<file path="src/rtl/ram_rw_slave_pkg.sv">
// ram_rw_slave_pkg: shared constants, size codes, FSM states and helpers for ram_rw_slave
//   PC_START       default byte address of SRAM word 0
//   SIZE_B..SIZE_D access size codes carried on ram_rw_size
//   rws_state_e    responder FSM states
//   align_mask     address low bits that must be zero for a given size
//   bit_mask       byte write-enable mask expanded to a per-bit mask
package ram_rw_slave_pkg;
  localparam logic [63:0] PC_START = 64'h8000_0000;
  localparam logic [2:0] SIZE_B = 3'd0;
  localparam logic [2:0] SIZE_H = 3'd1;
  localparam logic [2:0] SIZE_W = 3'd2;
  localparam logic [2:0] SIZE_D = 3'd3;
  typedef enum logic [2:0] {
    RWS_IDLE   = 3'd0,
    RWS_WAIT   = 3'd1,
    RWS_ACCESS = 3'd2,
    RWS_CAPT   = 3'd3,
    RWS_DONE   = 3'd4
  } rws_state_e;
  function automatic logic [2:0] align_mask(input logic [2:0] size);
    return size == SIZE_B ? 3'b000 :
           size == SIZE_H ? 3'b001 :
           size == SIZE_W ? 3'b011 : 3'b111;
  endfunction
  function automatic logic [63:0] bit_mask(input logic [7:0] wmask);
    logic [63:0] m;
    m = '0;
    for (int i = 0; i < 8; i++) m[8*i +: 8] = {8{wmask[i]}};
    return m;
  endfunction
endpackage

</file>
<file path="src/rtl/ram_rw_slave_if.sv">
// ram_rw_slave_if: core-side ram_rw request/response bundle
//   master modport: drives cen/wen/addr/wdata/wmask/size, sees ready/data/err
//   slave modport : the responder view (ram_rw_slave)
interface ram_rw_slave_if;
  logic        ram_rw_cen;
  logic        ram_rw_wen;
  logic [63:0] ram_rw_addr;
  logic [63:0] ram_rw_wdata;
  logic [7:0]  ram_rw_wmask;
  logic [2:0]  ram_rw_size;
  logic        ram_rw_ready;
  logic [63:0] ram_rw_data;
  logic        ram_rw_err;
  modport master (
    output ram_rw_cen, ram_rw_wen, ram_rw_addr, ram_rw_wdata, ram_rw_wmask, ram_rw_size,
    input  ram_rw_ready, ram_rw_data, ram_rw_err
  );
  modport slave (
    input  ram_rw_cen, ram_rw_wen, ram_rw_addr, ram_rw_wdata, ram_rw_wmask, ram_rw_size,
    output ram_rw_ready, ram_rw_data, ram_rw_err
  );
endinterface

</file>
<file path="src/rtl/ram_rw_addr_chk.sv">
// ram_rw_addr_chk: combinational range/alignment check and SRAM word index computation
//   addr_i  byte address of the request
//   size_i  access size code
//   fault_o out-of-range, illegal size or misaligned access
//   idx_o   word index (addr - ADDR_BASE) >> 3, meaningful only when fault_o is low
module ram_rw_addr_chk
  import ram_rw_slave_pkg::*;
#(
  parameter logic [63:0] ADDR_BASE  = PC_START,
  parameter int          DEPTH_LOG2 = 16
) (
  input  logic [63:0]           addr_i,
  input  logic [2:0]            size_i,
  output logic                  fault_o,
  output logic [DEPTH_LOG2-1:0] idx_o
);
  localparam logic [63:0] SPAN = 64'd8 << DEPTH_LOG2;
  logic [63:0] off;
  // full 64-bit offset so the upper-bound compare sees addresses far past the SRAM
  assign off = addr_i - ADDR_BASE;
  assign fault_o = (addr_i < ADDR_BASE) || (off >= SPAN) || (size_i > SIZE_D) ||
                   (|(addr_i[2:0] & align_mask(size_i)));
  assign idx_o = off[DEPTH_LOG2+2:3];
endmodule

</file>
<file path="src/rtl/ram_rw_slave.sv">
// ram_rw_slave: memory-side responder translating one ram_rw request at a time into a
//   word access on a synchronous single-port SRAM with 1-cycle read latency.
//   clk, rst_n     single rising-edge clock, asynchronous active-low reset
//   ram_rw         slave modport: cen/wen/addr/wdata/wmask/size in; ready/data/err out
//   sram_en_o      one-cycle enable in the ACCESS state
//   sram_wen_o     write enable (qualified by sram_en_o)
//   sram_idx_o     word index of the latched request
//   sram_wdata_o   latched write data
//   sram_bwmask_o  latched byte mask expanded to bits
//   sram_rdata_i   read data, valid the cycle after sram_en_o
module ram_rw_slave
  import ram_rw_slave_pkg::*;
#(
  parameter logic [63:0] ADDR_BASE  = PC_START,
  parameter int          DEPTH_LOG2 = 16,
  parameter int          LATENCY    = 0
) (
  input  logic                  clk,
  input  logic                  rst_n,
  ram_rw_slave_if.slave         ram_rw,
  output logic                  sram_en_o,
  output logic                  sram_wen_o,
  output logic [DEPTH_LOG2-1:0] sram_idx_o,
  output logic [63:0]           sram_wdata_o,
  output logic [63:0]           sram_bwmask_o,
  input  logic [63:0]           sram_rdata_i
);
  localparam logic [3:0] LAT_M1 = 4'(LATENCY == 0 ? 0 : LATENCY - 1);
  rws_state_e            state_q, state_d;
  logic [3:0]            cnt_q, cnt_d;
  logic                  wen_q, wen_d;
  logic [DEPTH_LOG2-1:0] idx_q, idx_d;
  logic [63:0]           wdata_q, wdata_d;
  logic [7:0]            wmask_q, wmask_d;
  logic [63:0]           data_q, data_d;
  logic                  ready_q, ready_d;
  logic                  err_q, err_d;
  logic                  chk_fault;
  logic [DEPTH_LOG2-1:0] chk_idx;
  ram_rw_addr_chk #(.ADDR_BASE(ADDR_BASE), .DEPTH_LOG2(DEPTH_LOG2)) u_chk (
    .addr_i (ram_rw.ram_rw_addr),
    .size_i (ram_rw.ram_rw_size),
    .fault_o(chk_fault),
    .idx_o  (chk_idx)
  );
  always_comb begin
    state_d = state_q;
    cnt_d   = cnt_q;
    wen_d   = wen_q;
    idx_d   = idx_q;
    wdata_d = wdata_q;
    wmask_d = wmask_q;
    data_d  = data_q;
    ready_d = 1'b0;
    err_d   = 1'b0;
    case (state_q)
      RWS_IDLE: if (ram_rw.ram_rw_cen) begin
        wen_d   = ram_rw.ram_rw_wen;
        idx_d   = chk_idx;
        wdata_d = ram_rw.ram_rw_wdata;
        wmask_d = ram_rw.ram_rw_wmask;
        cnt_d   = LAT_M1;
        state_d = chk_fault ? RWS_DONE : (LATENCY == 0 ? RWS_ACCESS : RWS_WAIT);
        // a fault completes straight away with cleared data
        ready_d = chk_fault;
        err_d   = chk_fault;
        data_d  = chk_fault ? '0 : data_q;
      end
      RWS_WAIT: begin
        state_d = cnt_q == 4'd0 ? RWS_ACCESS : RWS_WAIT;
        cnt_d   = cnt_q == 4'd0 ? cnt_q : cnt_q - 4'd1;
      end
      RWS_ACCESS: state_d = RWS_CAPT;
      RWS_CAPT: begin
        data_d  = wen_q ? data_q : sram_rdata_i;
        ready_d = 1'b1;
        state_d = RWS_DONE;
      end
      default: state_d = RWS_IDLE;
    endcase
  end
  always_ff @(posedge clk or negedge rst_n) begin
    if (!rst_n) begin
      state_q <= RWS_IDLE;
      cnt_q   <= '0;
      wen_q   <= 1'b0;
      idx_q   <= '0;
      wdata_q <= '0;
      wmask_q <= '0;
      data_q  <= '0;
      ready_q <= 1'b0;
      err_q   <= 1'b0;
    end else begin
      state_q <= state_d;
      cnt_q   <= cnt_d;
      wen_q   <= wen_d;
      idx_q   <= idx_d;
      wdata_q <= wdata_d;
      wmask_q <= wmask_d;
      data_q  <= data_d;
      ready_q <= ready_d;
      err_q   <= err_d;
    end
  end
  // enable is a pure state decode so reset removes it without waiting for a clock
  assign sram_en_o           = state_q == RWS_ACCESS;
  assign sram_wen_o          = sram_en_o & wen_q;
  assign sram_idx_o          = idx_q;
  assign sram_wdata_o        = wdata_q;
  assign sram_bwmask_o       = bit_mask(wmask_q);
  assign ram_rw.ram_rw_ready = ready_q;
  assign ram_rw.ram_rw_err   = err_q;
  assign ram_rw.ram_rw_data  = data_q;
endmodule

</file>
<file path="src/flat_wrapper.sv">
// flat-port wrapper written by rule: the top's interface ports become plain ports
module ram_rw_slave_flat import ram_rw_slave_pkg::*;
#(
  parameter logic [63:0] ADDR_BASE  = PC_START,
  parameter int          DEPTH_LOG2 = 16,
  parameter int          LATENCY    = 0
)
  (clk, rst_n, sram_en_o, sram_wen_o, sram_idx_o, sram_wdata_o, sram_bwmask_o, sram_rdata_i, ram_rw_ram_rw_cen, ram_rw_ram_rw_wen, ram_rw_ram_rw_addr, ram_rw_ram_rw_wdata, ram_rw_ram_rw_wmask, ram_rw_ram_rw_size, ram_rw_ram_rw_ready, ram_rw_ram_rw_data, ram_rw_ram_rw_err);
  ram_rw_slave_if ram_rw_i ();
  input  logic clk;
  input  logic rst_n;
  output logic sram_en_o;
  output logic sram_wen_o;
  output logic [DEPTH_LOG2-1:0] sram_idx_o;
  output logic [63:0] sram_wdata_o;
  output logic [63:0] sram_bwmask_o;
  input  logic [63:0] sram_rdata_i;
  input wire logic [$bits(ram_rw_i.ram_rw_cen)-1:0] ram_rw_ram_rw_cen;
  input wire logic [$bits(ram_rw_i.ram_rw_wen)-1:0] ram_rw_ram_rw_wen;
  input wire logic [$bits(ram_rw_i.ram_rw_addr)-1:0] ram_rw_ram_rw_addr;
  input wire logic [$bits(ram_rw_i.ram_rw_wdata)-1:0] ram_rw_ram_rw_wdata;
  input wire logic [$bits(ram_rw_i.ram_rw_wmask)-1:0] ram_rw_ram_rw_wmask;
  input wire logic [$bits(ram_rw_i.ram_rw_size)-1:0] ram_rw_ram_rw_size;
  output wire logic [$bits(ram_rw_i.ram_rw_ready)-1:0] ram_rw_ram_rw_ready;
  output wire logic [$bits(ram_rw_i.ram_rw_data)-1:0] ram_rw_ram_rw_data;
  output wire logic [$bits(ram_rw_i.ram_rw_err)-1:0] ram_rw_ram_rw_err;
  assign ram_rw_i.ram_rw_cen = ram_rw_ram_rw_cen;
  assign ram_rw_i.ram_rw_wen = ram_rw_ram_rw_wen;
  assign ram_rw_i.ram_rw_addr = ram_rw_ram_rw_addr;
  assign ram_rw_i.ram_rw_wdata = ram_rw_ram_rw_wdata;
  assign ram_rw_i.ram_rw_wmask = ram_rw_ram_rw_wmask;
  assign ram_rw_i.ram_rw_size = ram_rw_ram_rw_size;
  assign ram_rw_ram_rw_ready = ram_rw_i.ram_rw_ready;
  assign ram_rw_ram_rw_data = ram_rw_i.ram_rw_data;
  assign ram_rw_ram_rw_err = ram_rw_i.ram_rw_err;
  ram_rw_slave #(.ADDR_BASE(ADDR_BASE), .DEPTH_LOG2(DEPTH_LOG2), .LATENCY(LATENCY)) u_core (.clk(clk), .rst_n(rst_n), .ram_rw(ram_rw_i), .sram_en_o(sram_en_o), .sram_wen_o(sram_wen_o), .sram_idx_o(sram_idx_o), .sram_wdata_o(sram_wdata_o), .sram_bwmask_o(sram_bwmask_o), .sram_rdata_i(sram_rdata_i));
endmodule
</file>
<file path="config.mk">
export PLATFORM = sky130hd
export DESIGN_NAME = ram_rw_slave_flat
export DESIGN_NICKNAME = d
export VERILOG_FILES = /design/src/rtl/ram_rw_slave_pkg.sv /design/src/rtl/ram_rw_slave_if.sv /design/src/rtl/ram_rw_addr_chk.sv /design/src/rtl/ram_rw_slave.sv /design/src/flat_wrapper.sv
export SDC_FILE = /design/constraint.sdc
export NUM_CORES = 1
export LEC_CHECK = 0
export CAP_MARGIN = 10
export CORE_AREA = 2 2 164 166
export CTS_CLUSTER_SIZE = 20
export DETAILED_ROUTE_END_ITERATION = 7
export DIE_AREA = 0 0 166 168
export PLACE_DENSITY = 0.6
export SYNTH_ARGS = -nofsm -noshare
export SYNTH_HDL_FRONTEND = slang
export SYNTH_SLANG_ARGS = --single-unit
export TNS_END_PERCENT = 10
</file>
<file path="constraint.sdc">
create_clock -name clk -period 5.4 [get_ports clk]
set_input_delay 1.62 -clock clk [delete_from_list [all_inputs] [get_ports clk]]
set_output_delay 1.62 -clock clk [all_outputs]
set_load 0.02 [all_outputs]
</file>
After elaboration in Yosys (flattened, before gate mapping)
Cells that the tools add are included.
- multiplexer cells: 17
- $lt $le $gt $ge: 3
- equality and inequality tests: 9
- reductions and logical operators: 12
- $add $sub $neg: 2
- bitwise operators: 2
- operator list (kind ; number):
    two-way mux 64 bit ; 3
    case mux 64 bit (2 select lines) ; 1
    greater-or-equal comparator 64 x 20 -> 1 bit (second input constant) ; 1
    less-than comparator 64 x 32 -> 1 bit (second input constant) ; 1
    subtractor 64 x 32 -> 64 bit (second input constant) ; 1
    two-way mux 3 bit ; 5
    case mux 3 bit (4 select lines) ; 1
    equality test 3 x 2 -> 1 bit (second input constant) ; 3
    two-way mux 4 bit ; 2
    case mux 4 bit (2 select lines) ; 1
    equality test 3 x 1 -> 1 bit (second input constant) ; 2
    logical NOT 3 bit ; 2
    != test 2 bit (second input constant) ; 3
    logical NOT 4 bit ; 1
    AND reduction 4 bit ; 1
    nonzero test 2 bit ; 2
    subtractor 4 x 1 -> 4 bit (second input constant) ; 1
    bitwise AND 3 bit ; 1
    greater-than comparator 3 x 2 -> 1 bit (second input constant) ; 1
    logical OR 1 bit ; 3
    AND reduction 3 bit ; 1
    OR reduction 3 bit ; 1
    two-way mux 1 bit ; 2
    two-way mux 2 bit ; 1
    4 further kinds ; 4
- input port bits: 207
- logic and storage cells: 54
- output and inout port bits: 212
- register bits: 162

Logic depth before layout (Yosys ltp)
- depth after elaboration: 10
- depth in mapped cells: 11
- depth with buffers taken out: 8

Hierarchy
A second synthesis with hierarchy kept.
- cell total of the unflattened synthesis: 858
- area, all modules: 7818.7 um^2
- by module, submodules not included (module ; seq. area each (um^2) ; instances ; cells each ; area an instance (um^2)):
    ram_rw_slave ; 4053.9 ; 1 ; 750 ; 7098.1
    ram_rw_addr_chk ; 0.0 ; 1 ; 108 ; 720.7

Worst setup path after synthesis
OpenSTA, ideal clock, no wires.
- path kind: input-to-reg
- start point: input ram_rw_ram_rw_addr[31]
- end point: register u_core.data_q[21] (netlist: u_core.ram_rw.ram_rw_data[21])
- required time: 5327 ps
- slack: 1210 ps
- buffers on the path: 3
- cell stages on the path: 11
- arrival time: 4116 ps
- library setup time: 73 ps
- path through: inv_1 ha_1 nor4b_1 nand4_1 xor2_1 or4b_1 or4_1 clkbuf_1 buf_6 buf_6 a21oi_2
- longest elaborated chain between the ends: 7
- elaborated cells between the ends (all ways): 8
- those cells by class: 1 x add/sub; 2 x order compare; 1 x eq/ne; 4 x reduce/logical
- ends and longest elaborated chain (what ; line ; text):
    start: declaration ; flat_wrapper.sv:20 ; input wire logic [$bits(ram_rw_i.ram_rw_addr)-1:0] ram_rw_ram_rw_addr;
    subtractor 64 x 32 -> 64 bit ; ram_rw_addr_chk.sv:20 ; assign off = addr_i - ADDR_BASE;
    greater-or-equal comparator 64 x 20 -> 1 bit ; ram_rw_addr_chk.sv:21 ; assign fault_o = (addr_i < ADDR_BASE) || (off >= SPAN) || (size_i > SIZE_D) ||
    logical OR 1 bit * (3 in series) ; ram_rw_addr_chk.sv:21 ;
    != test 2 x 1 -> 1 bit (no line) * ; -- ;
    AND reduction 4 bit (no line) * ; -- ;
    end signal: assignment ; ram_rw_slave.sv:100 ; data_q <= data_d;
    end: declaration ; ram_rw_slave.sv:35 ; logic [63:0] data_q, data_d;
Mark *: on every way between the ends. The rest lies on a longest branch, timed or not.
A chain may end at the register's enable or synchronous reset.

Worst setup path after layout
- start point: input ram_rw_ram_rw_addr[31]
- end point: register u_core.data_q[52] (netlist: u_core.ram_rw.ram_rw_data[52])
The elaborated chain is that of the path after synthesis.

==> qor.csv <==
stage,metric,value,unit
yosys,Synth area leader,dfrtp_1,
global_routing,Tot GR Track Use,0.169,
timing,unrepaired setup endpoints after global routing,false,
worst_setup_path,CP Max Fanout,40,
detailed_routing,Final ANT Viol Nets,0,
clocking,clock root buffer,clkbuf_16,
cells_and_area,Antenna diodes,0,
cells_and_area,fin nets,1170,
worst_setup_path,"delay-heaviest family, CP",simple AND/OR/NAND/NOR gates,
yosys,Seq cells post-synth,162,
timing,Setup TNS,0,ns
yosys,Yosys top cell area share,0.535,
detailed_routing,vias,6051,
global_routing,initial antenna violation count,1,
timing,Setup Viol. Count Final,0,
placement,Post-Place Worst Slack,0.172,ns
die,Die Width,166,um
placement,placed cells,1282,
worst_hold_path,min-delay worst type,flop to flop,
placement,Placer Congestion,0.831,
timing,Tmin final,4.76,ns
yosys,synth unique cells,47,
die,core box area,26400,um^2
global_routing,first-pass GRT wire length,37300,um
timing,Slew headroom,0.366,
worst_setup_path,Critical Path RT,5.74,ns
yosys,cell count after synthesis,603,
clocking,# clock sinks,162,
yosys,Synth Warn #,0,
clocking,CTS tree,yes,
clocking,post-CTS setup buffers,0,
run,Max Cap Viol,0,
global_routing,vias in the first global route,6469,
yosys,ys flop type,dfrtp_1,
cells_and_area,area delta synth->final,62.4,%
clocking,CTS Hold Buffers Added,0,
detailed_routing,Via-to-Cell Ratio,4.61,
worst_setup_path,Startpoint Class,input port,
yosys,"top cells by area, synth","dfrtp_1 (54%), mux2_2 (13%), mux2i_1 (8.5%)",
clocking,Clock Path Buffers,2,
clocking,CTS Buf Count,17,
power,leakage power,4.72,nW
cells_and_area,Finished Layout Cells,1314,
timing,Max Slew Vio Count,0,
yosys,synthesized area per cell,12.6,um^2
die,Rows,60,
cells_and_area,share of cells above drive strength 1,0.172,
power,pwr dens,283,nW/um^2
yosys,Mapped Area,7580,um^2
die,Initial Utilization,0.288,
worst_setup_path,crit path kind,input port to flop,
clocking,Resized cells post-CTS,0,
die,Die ar.,27900,um^2
global_routing,GRT overflow,0,
worst_setup_path,slowest stage cell on the critical path,or4_4,
placement,HPWL after detailed placement,17200,um
worst_setup_path,CP bufs+invs,3,
detailed_routing,WL per Instance,17.9,um
detailed_routing,1st-pass router iterations,4,
global_routing,largest net degree at the start of global routing,100,
clocking,"Clk Latency, worst-skew pair",0.43,ns
yosys,ys async rst share,1.00,
yosys,"Seq/Total Area, Yosys",0.535,
clocking,H-tree depth,4,
worst_setup_path,reg2reg setup slack,2.71,ns
timing,crit share post-route,0.881,
die,IO Pins,419,
placement,port bufs,418,
detailed_routing,Detailed Route WL,23500,um
worst_setup_path,CP arrival,5.10,ns
timing,final setup margin,0.641,ns
power,largest vdd supply drop,0.172,mV
worst_setup_path,Critical Path Sink Type,flop,
status,status,finished clean,
timing,clk_skew,0.0136,ns
worst_setup_path,crit path launch,ram_rw_ram_rw_addr[31],
yosys,Syn Nets,813,
timing,hold_ws,0.509,ns
worst_setup_path,CP cell instances,clkdlybuf4s50_1 > inv_1 > ha_1 > and3b_1 > nand4_1 > or4_1 > or4b_1 > or4_4 > buf_12 > a21oi_1,
worst_setup_path,max incr delay on CP,0.77,ns
timing,upper clock frequency limit,0.210,GHz
worst_hold_path,min-delay src,u_core.sram_wdata_o[61],
worst_setup_path,Reg2Reg Launch Point,u_core.state_q[0],
detailed_routing,DRT iter0 DRCs,252,
yosys,number of flops mapped to enable cells by yosys,0,
timing,worst slew pin tran,0.950,ns
clocking,"Clk pin slew, worst setup/hold paths",0.07,ns
timing,"Hold Vio Cnt, Final",0,
die,die height,168,um
detailed_routing,# DRC,0,
-- worst paths after layout --
check | endpoint | cells after the start
max in group asynchronous | u_core.sram_wdata_o[31] | 2
worst max register to register | u_core.ram_rw.ram_rw_data[40] | 5
worst min-delay path | u_core.sram_wdata_o[61] | 1
min in group asynchronous | u_core.ram_rw.ram_rw_data[35] | 1
worst min register to register | u_core.sram_wdata_o[61] | 1
worst max-delay path | u_core.ram_rw.ram_rw_data[52] | 10
-- cell usage in the layout (no fill, tap or decap), types with 2 or more instances in the layout --
| cell type | count |
|---|---|
| a2111oi_0 | 2 |
| a21bo_2 | 2 |
| a21oi_1 | 38 |
| a21oi_2 | 30 |
| a22o_1 | 2 |
| and2_1 | 4 |
| and3_1 | 2 |
| buf_12 | 4 |
| buf_4 | 4 |
| clkbuf_16 | 17 |
| clkdlybuf4s50_1 | 417 |
| dfrtp_1 | 162 |
| ha_1 | 3 |
| inv_1 | 7 |
| inv_6 | 7 |
| inv_8 | 5 |
| mux2_2 | 89 |
| mux2i_1 | 64 |
| nand2_1 | 11 |
| nand2b_1 | 3 |
| nand3_1 | 5 |
| nand4_1 | 8 |
| nor2_1 | 8 |
| nor3_1 | 8 |
| nor3b_1 | 3 |
| nor4_1 | 20 |
| nor4b_1 | 2 |
| nor4bb_1 | 2 |
| o211ai_1 | 2 |
| o21ai_0 | 7 |
| o31a_1 | 3 |
| or3_1 | 3 |
| or4_1 | 2 |
| xnor2_1 | 3 |
| xor2_1 | 2 |
-- where the power goes --
| part | switching [W] | leakage [nW] | internal, W |
|---|---|---|---|
| Clock | 0.000574 | 0.281 | 0.000616 |
| Combinational | 0.000411 | 2.39 | 0.000499 |
| Sequential | 0.0000696 | 2.06 | 0.00131 |
-- flip-flops by register name, indices dropped and copies added, names as in the netlist --
| signal | cells |
|---|---|
| u_core.wen_q | 1 |
| u_core.cnt_q | 4 |
| u_core.wmask_q | 8 |
| u_core.sram_idx_o | 16 |
| u_core.state_q | 3 |
| u_core.ram_rw.ram_rw_err | 1 |
| u_core.ram_rw.ram_rw_ready | 1 |
| u_core.sram_wdata_o | 64 |
| u_core.ram_rw.ram_rw_data | 64 |
-- logic make-up (layout without fill, tap and decap cells) --
logic type	after synthesis	after routing	share of synthesized area
xor+xnor	5	5	0.00578
fa+ha+maj	3	3	0.00496
compound gates	93	93	0.0842
simple gates	92	92	0.0743
buf+inv	95	465	0.0788
mux	153	153	0.217
flops	162	162	0.535
-- final cells by class --
class	count	area, um^2
clock inverter	14	131
fill	2451	14000
timing repair buffer	426	4300
clock buffer	18	429
inverter	7	26.3
multi-input combinational	346	2940
tap	341	427
sequential	162	4050
-- metrics by stage --
stage           util  cell area [um^2]  power [W]
4_1_cts        0.467             12300    0.00355
2_1_floorplan      -              7580    0.00184
3_3_place_gp   0.446             11700    0.00232
6_report       0.467             12300    0.00348
3_5_place_dp   0.446             11700    0.00232
5_1_grt        0.467             12300    0.00367
-- cells in the mapped netlist (4+ instances only) --
library cell and number:
mux2_2 89, inv_1 7, buf_4 56, dfrtp_1 162
clkbuf_1 28, nor2_1 9, nor4_1 20, a21oi_1 38
and2_1 4, mux2i_1 64, o21ai_0 7, buf_6 4
a21oi_2 30, nand2_1 11, nand3_1 5, nand4_1 8
nor3_1 8
-- routing by layer --
layer  wire length (um)  up-vias  track usage
met5                 13        -            0
li1                   -     2851            -
met1              10400     2918        0.220
met4                312        2       0.0427
met3               2010       19       0.0637
met2              10800      261        0.265
Power figures use the tool's default switching activity.
==> edit: new RTL, config.mk and constraints unchanged <==
The 5 states of `rws_state_e` get a one-hot encoding in 5 bits.
--- a/src/rtl/ram_rw_slave_pkg.sv
+++ b/src/rtl/ram_rw_slave_pkg.sv
@@ -12,8 +12,8 @@
   localparam logic [2:0] SIZE_D = 3'd3;
-  typedef enum logic [2:0] {
-    RWS_IDLE   = 3'd0,
-    RWS_WAIT   = 3'd1,
-    RWS_ACCESS = 3'd2,
-    RWS_CAPT   = 3'd3,
-    RWS_DONE   = 3'd4
+  typedef enum logic [4:0] {
+    RWS_IDLE   = 5'b00001,
+    RWS_WAIT   = 5'b00010,
+    RWS_ACCESS = 5'b00100,
+    RWS_CAPT   = 5'b01000,
+    RWS_DONE   = 5'b10000
   } rws_state_e;
Behaviour: same outputs for any inputs over 4 cycles, from zero or initial values and one cycle with rst_n low; so few cycles prove little.
==> edit against the original RTL <==
  * Setup slack improved by 0.86 ns
  * Count of clock-buffer cells in the layout did not move
  * Total power up 14%
  * Fmax increased by 22%
  * Non-clock buffer count shrank 4
  * Routed wire length is 15% lower
  * Final area decreased by 5.8%
  * Via count shrank 12%
  * Synthesized area shrank 9.5%
  * Sequential cell count up 2
==> edit: results (changes against the original RTL) <==
Worst setup path
  • Crit path max fanout: 64 (+60%)
  • Worst r2r dst: u_core.ram_rw.ram_rw_data[23]
  • R2R cell count: 6 (+1)
  • Critical path's slowest cell: or4_1
  • Worst R2R Setup Slack: 3.26 ns (+0.55 ns)
  • WP data arrival: 4.25 ns (-0.85 ns)
  • CP max stage delay: 0.52 ns (-0.25 ns)
  • Worst r2r src: u_core.state_q[4]

Outcome
  • Status: finished, final reports clean

Synth
  • Sequential area share after synthesis: 59.88% (+6.4 points)
  • Top post-synthesis cells by area: dfrtp_1 (59%), mux2_2 (15%), a22o_1 (8.2%)
  • Compound-Gate Fraction of Synth Area: 10.28% (+1.9 points)
  • Yosys cell types: 43 (-8.5%)
  • Xor-xnor portion of the synthesized cell area: 0.5110% (-0.067 points)
  • Gate Count Post-Synth: 495 (-18%)
  • Mux share of post-synthesis cell area: 14.77% (-6.9 points)
  • Synth Net Count: 705 (-13%)
  • Most frequent cells after synthesis: dfrtp_1 (163), mux2_2 (89), a22o_1 (64)

Cells and area
  • Fill cells: 2424 (-1.1%)
  • Nets: 1068 (-8.7%)
  • Layout cells sized above 1: 15.15% (-2.0 points)
  • Finished Layout Cells: 1212 (-7.8%)

GRT
  • Global-route wire length before repair: 30.64 mm (-18%)
  • Initial antenna violation count: 0 (-1)
  • Vias in the first global route: 5335 (-18%)
  • Largest net degree at the start of global routing: 97 (-3.0%)

Timing
  • Slew margin rel.: 40.60% (+4.0 points)
  • Setup Skew: 0.01554 ns (+0.001912 ns)

Worst hold path
  • HP Start: u_core.ram_rw.ram_rw_data[42]

Power
  • VDD IR max: 0.1933 mV (+12%)
  • Power Internal: 0.002712 W (+12%)
  • Leak: 4.787 nW (+1.3%)

Drt
  • Initial DRC Count: 182 (-28%)
  • Vias per cell: 4.410 (-4.2%)

Place
  • Worst slack at placement: 1.093 ns (+0.9203 ns)
  • DP HPWL: 14.92 mm (-13%)
  • Routability-driven placement congestion ratio: 0.8279 (-0.42%)
[edit: cell count changes after synthesis, moves of 3 or more]
cell      delta
o31a_1       -3
o41ai_1      +3
nor2_1       +8
a21oi_2     -30
nor4_1      -11
or3_1        -3
and2_1       -3
a22o_1      +62
nand2_1      -3
buf_1        +3
clkbuf_1    -15
a21oi_1     -37
mux2i_1     -63
[edit: final cells by class]
class / instances / area share (%)
Tap cell: 341 / 3.682
Multi-Input combinational cell: 247 / 18.87
Clock inverter: 14 / 1.328
Sequential cell: 164 / 35.43
Clock buffer: 18 / 3.790
Timing Repair Buffer: 422 / 36.70
Inverter: 6 / 0.1944
[edit: cell families after synthesis]
| group | count (synthesis) |
|---|---|
| compound gates | 82 |
| xor+xnor | 4 |
| fa+ha+maj | 3 |
| buf+inv | 84 |
| flops | 164 |
| mux | 90 |
| simple gates | 68 |
[edit: power groups by stage]
stage / Clock [W] / Combinational, W / Sequential, W
6_report: 0.00121 / 0.00128 / 0.00148
5_1_grt: 0.00131 / 0.00133 / 0.00151
4_1_cts: 0.00126 / 0.00129 / 0.00149
3_5_place_dp: 0 / 0.00129 / 0.00151
3_3_place_gp: 0 / 0.00128 / 0.00150
2_1_floorplan: 0 / 0.000485 / 0.00170
[edit: worst max path at each step]
stage | from | to | slack, ns | cells past startpoint
CTS | ram_rw_ram_rw_addr[42] | u_core.ram_rw.ram_rw_data[19] | 1.54 | 8
detailed placement | ram_rw_ram_rw_addr[42] | u_core.ram_rw.ram_rw_data[9] | 1.09 | 8
finish | ram_rw_ram_rw_addr[36] | u_core.ram_rw.ram_rw_data[23] | 1.50 | 8
global placement | ram_rw_ram_rw_addr[42] | u_core.ram_rw.ram_rw_data[9] | 1.10 | 8
floorplan | ram_rw_ram_rw_addr[42] | u_core.ram_rw.ram_rw_data[0] | 1.64 | 7
global route | ram_rw_ram_rw_addr[36] | u_core.ram_rw.ram_rw_data[24] | 1.38 | 8
[edit: per-layer routing]
metal	routed length [µm]	share of wire [%]	GRT usage, %
met4	374	1.9	4.423
met2	9986	50	23.60
met5	0	0	0
met3	1598	8.0	5.148
met1	8111	40	16.72
[edit: per-stage QoR]
stage | total power (W) | hold WS (ns) | instance area (µm²) | util, %
floorplan | 0.002181 | 0.4822 | 6855 | -
global placement | 0.002788 | 0.4831 | 10990 | 41.72
detailed placement | 0.002801 | 0.4810 | 10990 | 41.72
CTS | 0.004037 | 0.5038 | 11590 | 43.97
global route | 0.004151 | 0.5181 | 11590 | 43.97
finish | 0.003972 | 0.4981 | 11590 | 43.97
